**config.mk**
```make
export PLATFORM = sky130hd
export DESIGN_NAME = div_unit
export DESIGN_NICKNAME = d
export VERILOG_FILES = /design/src/rtl/div_unit.sv
export SDC_FILE = /design/constraint.sdc
export NUM_CORES = 1
export LEC_CHECK = 0
export CAP_MARGIN = 20
export CORE_AREA = 2 2 135 137
export CTS_CLUSTER_DIAMETER = 30
export DETAILED_ROUTE_END_ITERATION = 8
export DIE_AREA = 0 0 137 139
export PLACE_DENSITY = 0.83
export SETUP_SLACK_MARGIN = 0.3
export SYNTH_ARGS = -nofsm -noshare
export SYNTH_HDL_FRONTEND = slang
export SYNTH_SLANG_ARGS = --single-unit
```
**constraint.sdc**
```tcl
create_clock -name clk -period 5.2 [get_ports clk]
set_input_delay 1.3 -clock clk [delete_from_list [all_inputs] [get_ports clk]]
set_output_delay 1.3 -clock clk [all_outputs]
set_load 0.05 [all_outputs]
```
**src/rtl/div_unit.sv**
```systemverilog
`default_nettype none
// ============================================================================
// Module   : div_unit
// Brief    : Iterative restoring RV32M divider (DIV/DIVU/REM/REMU), one
//            quotient bit per cycle, fast path for divide-by-zero/overflow.
// Revision : 1.0 - initial release
// ============================================================================
module div_unit #(
  parameter int XLEN = 32
) (
  input  logic            clk,
  input  logic            rst_n,
  input  logic            in_valid,
  output logic            in_ready,
  input  logic [1:0]      div_op,
  input  logic [XLEN-1:0] dividend,
  input  logic [XLEN-1:0] divisor,
  input  logic            flush,
  output logic            out_valid,
  input  logic            out_ready,
  output logic [XLEN-1:0] div_result,
  output logic            busy
);

  localparam int CNT_W = $clog2(XLEN);
  localparam logic [XLEN-1:0]  c_int_min  = {1'b1, {(XLEN-1){1'b0}}};
  localparam logic [XLEN-1:0]  c_all_ones = {XLEN{1'b1}};
  localparam logic [CNT_W-1:0] c_last_it  = CNT_W'(XLEN - 1);

  typedef enum logic [1:0] {
    S_IDLE = 2'd0,
    S_CALC = 2'd1,
    S_FIX  = 2'd2,
    S_DONE = 2'd3
  } state_t;

  state_t r_state;
  state_t w_state_next;

  logic [XLEN-1:0]  r_rem;
  logic [XLEN-1:0]  r_quo;
  logic [XLEN-1:0]  r_dsr;
  logic [CNT_W-1:0] r_cnt;
  logic [XLEN-1:0]  r_result;
  logic             r_is_rem;
  logic             r_neg_q;
  logic             r_neg_r;

  logic            w_signed;
  logic            w_a_neg;
  logic            w_b_neg;
  logic [XLEN-1:0] w_a_mag;
  logic [XLEN-1:0] w_b_mag;
  logic            w_accept;
  logic            w_div_zero;
  logic            w_ovf;
  logic            w_last;
  logic [XLEN:0]   w_rem_sh;
  logic [XLEN-1:0] w_quo_sh;
  logic [XLEN:0]   w_trial;
  logic [XLEN-1:0] w_q_fix;
  logic [XLEN-1:0] w_r_fix;

  assign w_signed   = ~div_op[0];
  assign w_a_neg    = w_signed & dividend[XLEN-1];
  assign w_b_neg    = w_signed & divisor[XLEN-1];
  assign w_a_mag    = w_a_neg ? (~dividend + 1'b1) : dividend;
  assign w_b_mag    = w_b_neg ? (~divisor + 1'b1) : divisor;
  assign w_accept   = in_valid & in_ready & ~flush;
  assign w_div_zero = (divisor == '0);
  assign w_ovf      = w_signed & (dividend == c_int_min) & (divisor == c_all_ones);
  assign w_last     = (r_cnt == c_last_it);

  // rem < divisor, so rem_sh - divisor always fits in XLEN+1 signed bits;
  // the top bit of the trial is therefore a true sign bit.
  assign w_rem_sh = {r_rem, r_quo[XLEN-1]};
  assign w_quo_sh = {r_quo[XLEN-2:0], 1'b0};
  assign w_trial  = w_rem_sh - {1'b0, r_dsr};

  assign w_q_fix = r_neg_q ? (~r_quo + 1'b1) : r_quo;
  assign w_r_fix = r_neg_r ? (~r_rem + 1'b1) : r_rem;

  assign in_ready   = (r_state == S_IDLE);
  assign busy       = (r_state != S_IDLE);
  assign out_valid  = (r_state == S_DONE);
  assign div_result = r_result;

  always_ff @(posedge clk) begin
    if (!rst_n) begin
      r_state <= S_IDLE;
    end else begin
      r_state <= w_state_next;
    end
  end

  always_comb begin
    w_state_next = r_state;
    case (r_state)
      S_IDLE: begin
        if (w_accept) begin
          w_state_next = (w_div_zero || w_ovf) ? S_DONE : S_CALC;
        end
      end
      S_CALC: begin
        if (flush) begin
          w_state_next = S_IDLE;
        end else if (w_last) begin
          w_state_next = S_FIX;
        end
      end
      S_FIX: begin
        w_state_next = flush ? S_IDLE : S_DONE;
      end
      S_DONE: begin
        if (flush || out_ready) begin
          w_state_next = S_IDLE;
        end
      end
      default: w_state_next = S_IDLE;
    endcase
  end

  always_ff @(posedge clk) begin
    if (!rst_n) begin
      r_rem    <= '0;
      r_quo    <= '0;
      r_dsr    <= '0;
      r_cnt    <= '0;
      r_result <= '0;
      r_is_rem <= 1'b0;
      r_neg_q  <= 1'b0;
      r_neg_r  <= 1'b0;
    end else begin
      case (r_state)
        S_IDLE: begin
          if (w_accept) begin
            r_is_rem <= div_op[1];
            r_neg_q  <= w_a_neg ^ w_b_neg;
            r_neg_r  <= w_a_neg;
            r_dsr    <= w_b_mag;
            r_rem    <= '0;
            r_quo    <= w_a_mag;
            r_cnt    <= '0;
            if (w_div_zero) begin
              r_result <= div_op[1] ? dividend : c_all_ones;
            end else if (w_ovf) begin
              r_result <= div_op[1] ? '0 : c_int_min;
            end
          end
        end
        S_CALC: begin
          if (!w_trial[XLEN]) begin
            r_rem <= w_trial[XLEN-1:0];
            r_quo <= {w_quo_sh[XLEN-1:1], 1'b1};
          end else begin
            r_rem <= w_rem_sh[XLEN-1:0];
            r_quo <= w_quo_sh;
          end
          r_cnt <= r_cnt + 1'b1;
        end
        S_FIX: begin
          r_result <= r_is_rem ? w_r_fix : w_q_fix;
        end
        default: ;
      endcase
    end
  end

endmodule
`default_nettype wire

```
==> impl_metrics.toml <==
[power_and_ir_drop]
power_density_nw_per_um2 = 256
cellLeakagePower_nw = 4.57
ir_worst_vdd_mv = 0.234

[clocking]
tritoncts = "done"
cts-resized-gates = 0
cts_setup_buffers = 0
clock-sinks = 138
htree_levels = 4
clk_pin_slew_ns = 0.06
clock-root-buffer = "clkbuf_16"
cts_max_path_buffers = 2
cts_buffers = 17
ctsHoldBuffers = 0
clk_latency_ns = 0.43

[global_routing]
antenna_found_initial = 0
busiest_layer = "met2"
grtUsageMet3 = 0.0556
grt_usage = 0.324
grt_first_pass_wirelength_um = 49700
overflow = 0
met1_usage = 0.445
grt_pass1_vias = 9731
grt_max_degree = 98
grt_use_met2 = 0.511

[place]
io_buffers = 105
place_hpwl_um = 22100
place.gp.congestion = 0.944

[setup_path]
path_delay_family = "simple AND/OR/NAND/NOR gates"
crit_chain = "clkdlybuf4s50_1, nor3_1, nand2b_1, nor4b_1, and3_1, and2_1, nand2_1, nand3_1, o21ai_1, o32ai_1"
cp.required_ns = 5.53
crit_arrival_ns = 4.49
cp_slowest_stage_delay_ns = 0.70
crit_path_end_kind = "flop"
slowest_stage = "nor4b_1"
cp.buffers_inverters = 1
r2r_slack_ns = 1.66
critPathMaxFanout = 15
crit_path_start_kind = "input pin"
critPathKind = "in -> reg"

[yosys]
synth.most_common_cell = "dfxtp_1"
synth_top_area_cell = "dfxtp_1"
ys_seq_area_frac = 0.266
syn_inst = 1370
synth.cell_area_sq_um = 10400
synthTopCellsByCount = "dfxtp_1 (138), nor2_1 (133), nand2_1 (124)"
synth_edf_count = 0
synth_fp_nets = 1481
yosys_most_used_dff = "dfxtp_1"
ys_ff_latch = 138
synth_warnings = 0
synth.distinct_cells = 71
syn_area_per_cell_sq_um = 7.57
ys_async_sr_fraction = 0
synthTopCellsByArea = "dfxtp_1 (27%), xnor2_1 (6.2%), xor2_1 (5.9%)"
synth.top_cell.area_share = 0.266

[die]
fp.dieW_um = 137
core_area_sq_um = 17700
rows = 49
ioPinCount = 106
die_height_um = 139
die_area_sq_um = 19000
initial_utilization = 0.588

[sta]
fmax_mhz = 241
maxSlewHeadroom = 0.252
min_period_ns = 4.15
rsz0062_at_grt = "no"
period_share = 0.798
fin_worst_skew_ns = 0.0151
final-setup-viol-count = 0
drv_slew = 0
hold_viol_final = 0
setup_tns_ns = 0
worst_pin_slew_ns = 1.12

[cells_and_area]
fillCellCount = 1491
register_area_sq_um = 2760
num_antenna_cells = 0
multi_input_area_sq_um = 7070
nNetsFinal = 1537
drive_gt1_frac = 0.0452
areaGrowthSynthToFinish_pct = 16.9
final_core_util = 0.687

[detailed_routing]
routedWlPerCell_um = 18.5
drt-initial-drc-count = 1245
via_per_inst = 6.41
first_pass_iters = 6
drc_errors = 0
via_count = 10698
wirelength_um = 30800
route.antenna.remaining_nets = 0

[run_status]
status = "finished, final reports clean"

[job]
maxCapViolations = 0

[min_path]
min_path_type = "reg -> reg"
layer usage:
| layer | wire, um | up-vias |
|---|---|---|
| met4 | 971 | 0 |
| met5 | 0 | - |
| met3 | 2350 | 75 |
| met2 | 14000 | 549 |
| met1 | 13600 | 4970 |
| li1 | - | 5104 |
flip-flops by register name, summed over array words and instances, names as in the netlist:
name / count
div_result: 32
r_dsr: 32
r_quo: 32
r_rem: 32
r_cnt: 5
r_state: 2
r_is_rem: 1
r_neg_q: 1
r_neg_r: 1
worst paths after layout:
path,from,endpoint,cells past startpoint
worst max register to register,r_quo[31],r_rem[13],13
worst max-delay path,divisor[10],div_result[31],10
worst min-delay path,r_dsr[16],r_dsr[16],2
worst min register to register,r_dsr[16],r_dsr[16],2
stage by stage:
step                      hold slack [ns]  cells  total power, W  setup WS, ns  cell area (sq um)
after floorplan                     0.432   1370         0.00163          1.93              10400
after global placement              0.440   1635         0.00183         0.788              11500
after detailed placement            0.465   1635         0.00185         0.664              11500
after CTS                           0.474   1667         0.00309          1.11              12100
after global routing                0.502   1668         0.00322         0.843              12100
final                               0.473   1668         0.00310          1.05              12100
cells in the final DEF (no fill, tap or decap), types with 22 or more instances in the layout:
| cell type | synthesis | layout |
|---|---|---|
| a211oi_1 | 38 | 38 |
| a21oi_1 | 108 | 108 |
| a221o_1 | 29 | 29 |
| a22oi_1 | 30 | 30 |
| and2_1 | 35 | 34 |
| clkdlybuf4s50_1 | 0 | 105 |
| dfxtp_1 | 138 | 138 |
| ha_1 | 39 | 39 |
| inv_1 | 55 | 54 |
| nand2_1 | 124 | 124 |
| nand2b_1 | 22 | 22 |
| nor2_1 | 133 | 132 |
| nor3_1 | 24 | 23 |
| o211ai_1 | 28 | 28 |
| o21ai_0 | 68 | 68 |
| o31ai_1 | 25 | 25 |
| xnor2_1 | 73 | 73 |
| xor2_1 | 70 | 70 |
report_power, final:
| group | switching, W | internal, W | leakage [nW] |
|---|---|---|---|
| logic | 0.000415 | 0.000279 | 3.16 |
| clock network | 0.000508 | 0.000749 | 0.289 |
| registers | 0.0000517 | 0.00110 | 1.12 |
| total | 0.000975 | 0.00213 | 4.57 |
worst min-delay path: cells and delay by family (launching register included):
family | cells | cell delay, ns
flip-flops | 1 | 0.31
AND/OR/NAND/NOR | 1 | 0.06
AO/OA/AOI/OAI | 1 | 0.06
cell type report:
class	count	share of cell area
sequential	138	0.228
multi-input combinational	1093	0.583
timing repair buffer	121	0.0992
clock inverter	12	0.0112
clock buffer	20	0.0385
inverter	55	0.0170
tap	229	0.0236
logic make-up after synthesis:
| family | count (synthesis) | synth area share |
|---|---|---|
| adder cells (fa/ha/maj) | 40 | 0.0490 |
| AND/OR/NAND/NOR | 464 | 0.218 |
| flip-flops | 138 | 0.266 |
| buffers and inverters | 139 | 0.0544 |
| multiplexers | 6 | 0.00579 |
| AO/OA/AOI/OAI | 440 | 0.286 |
| XOR/XNOR | 143 | 0.121 |
No activity file was read; power rests on OpenSTA's default activity.
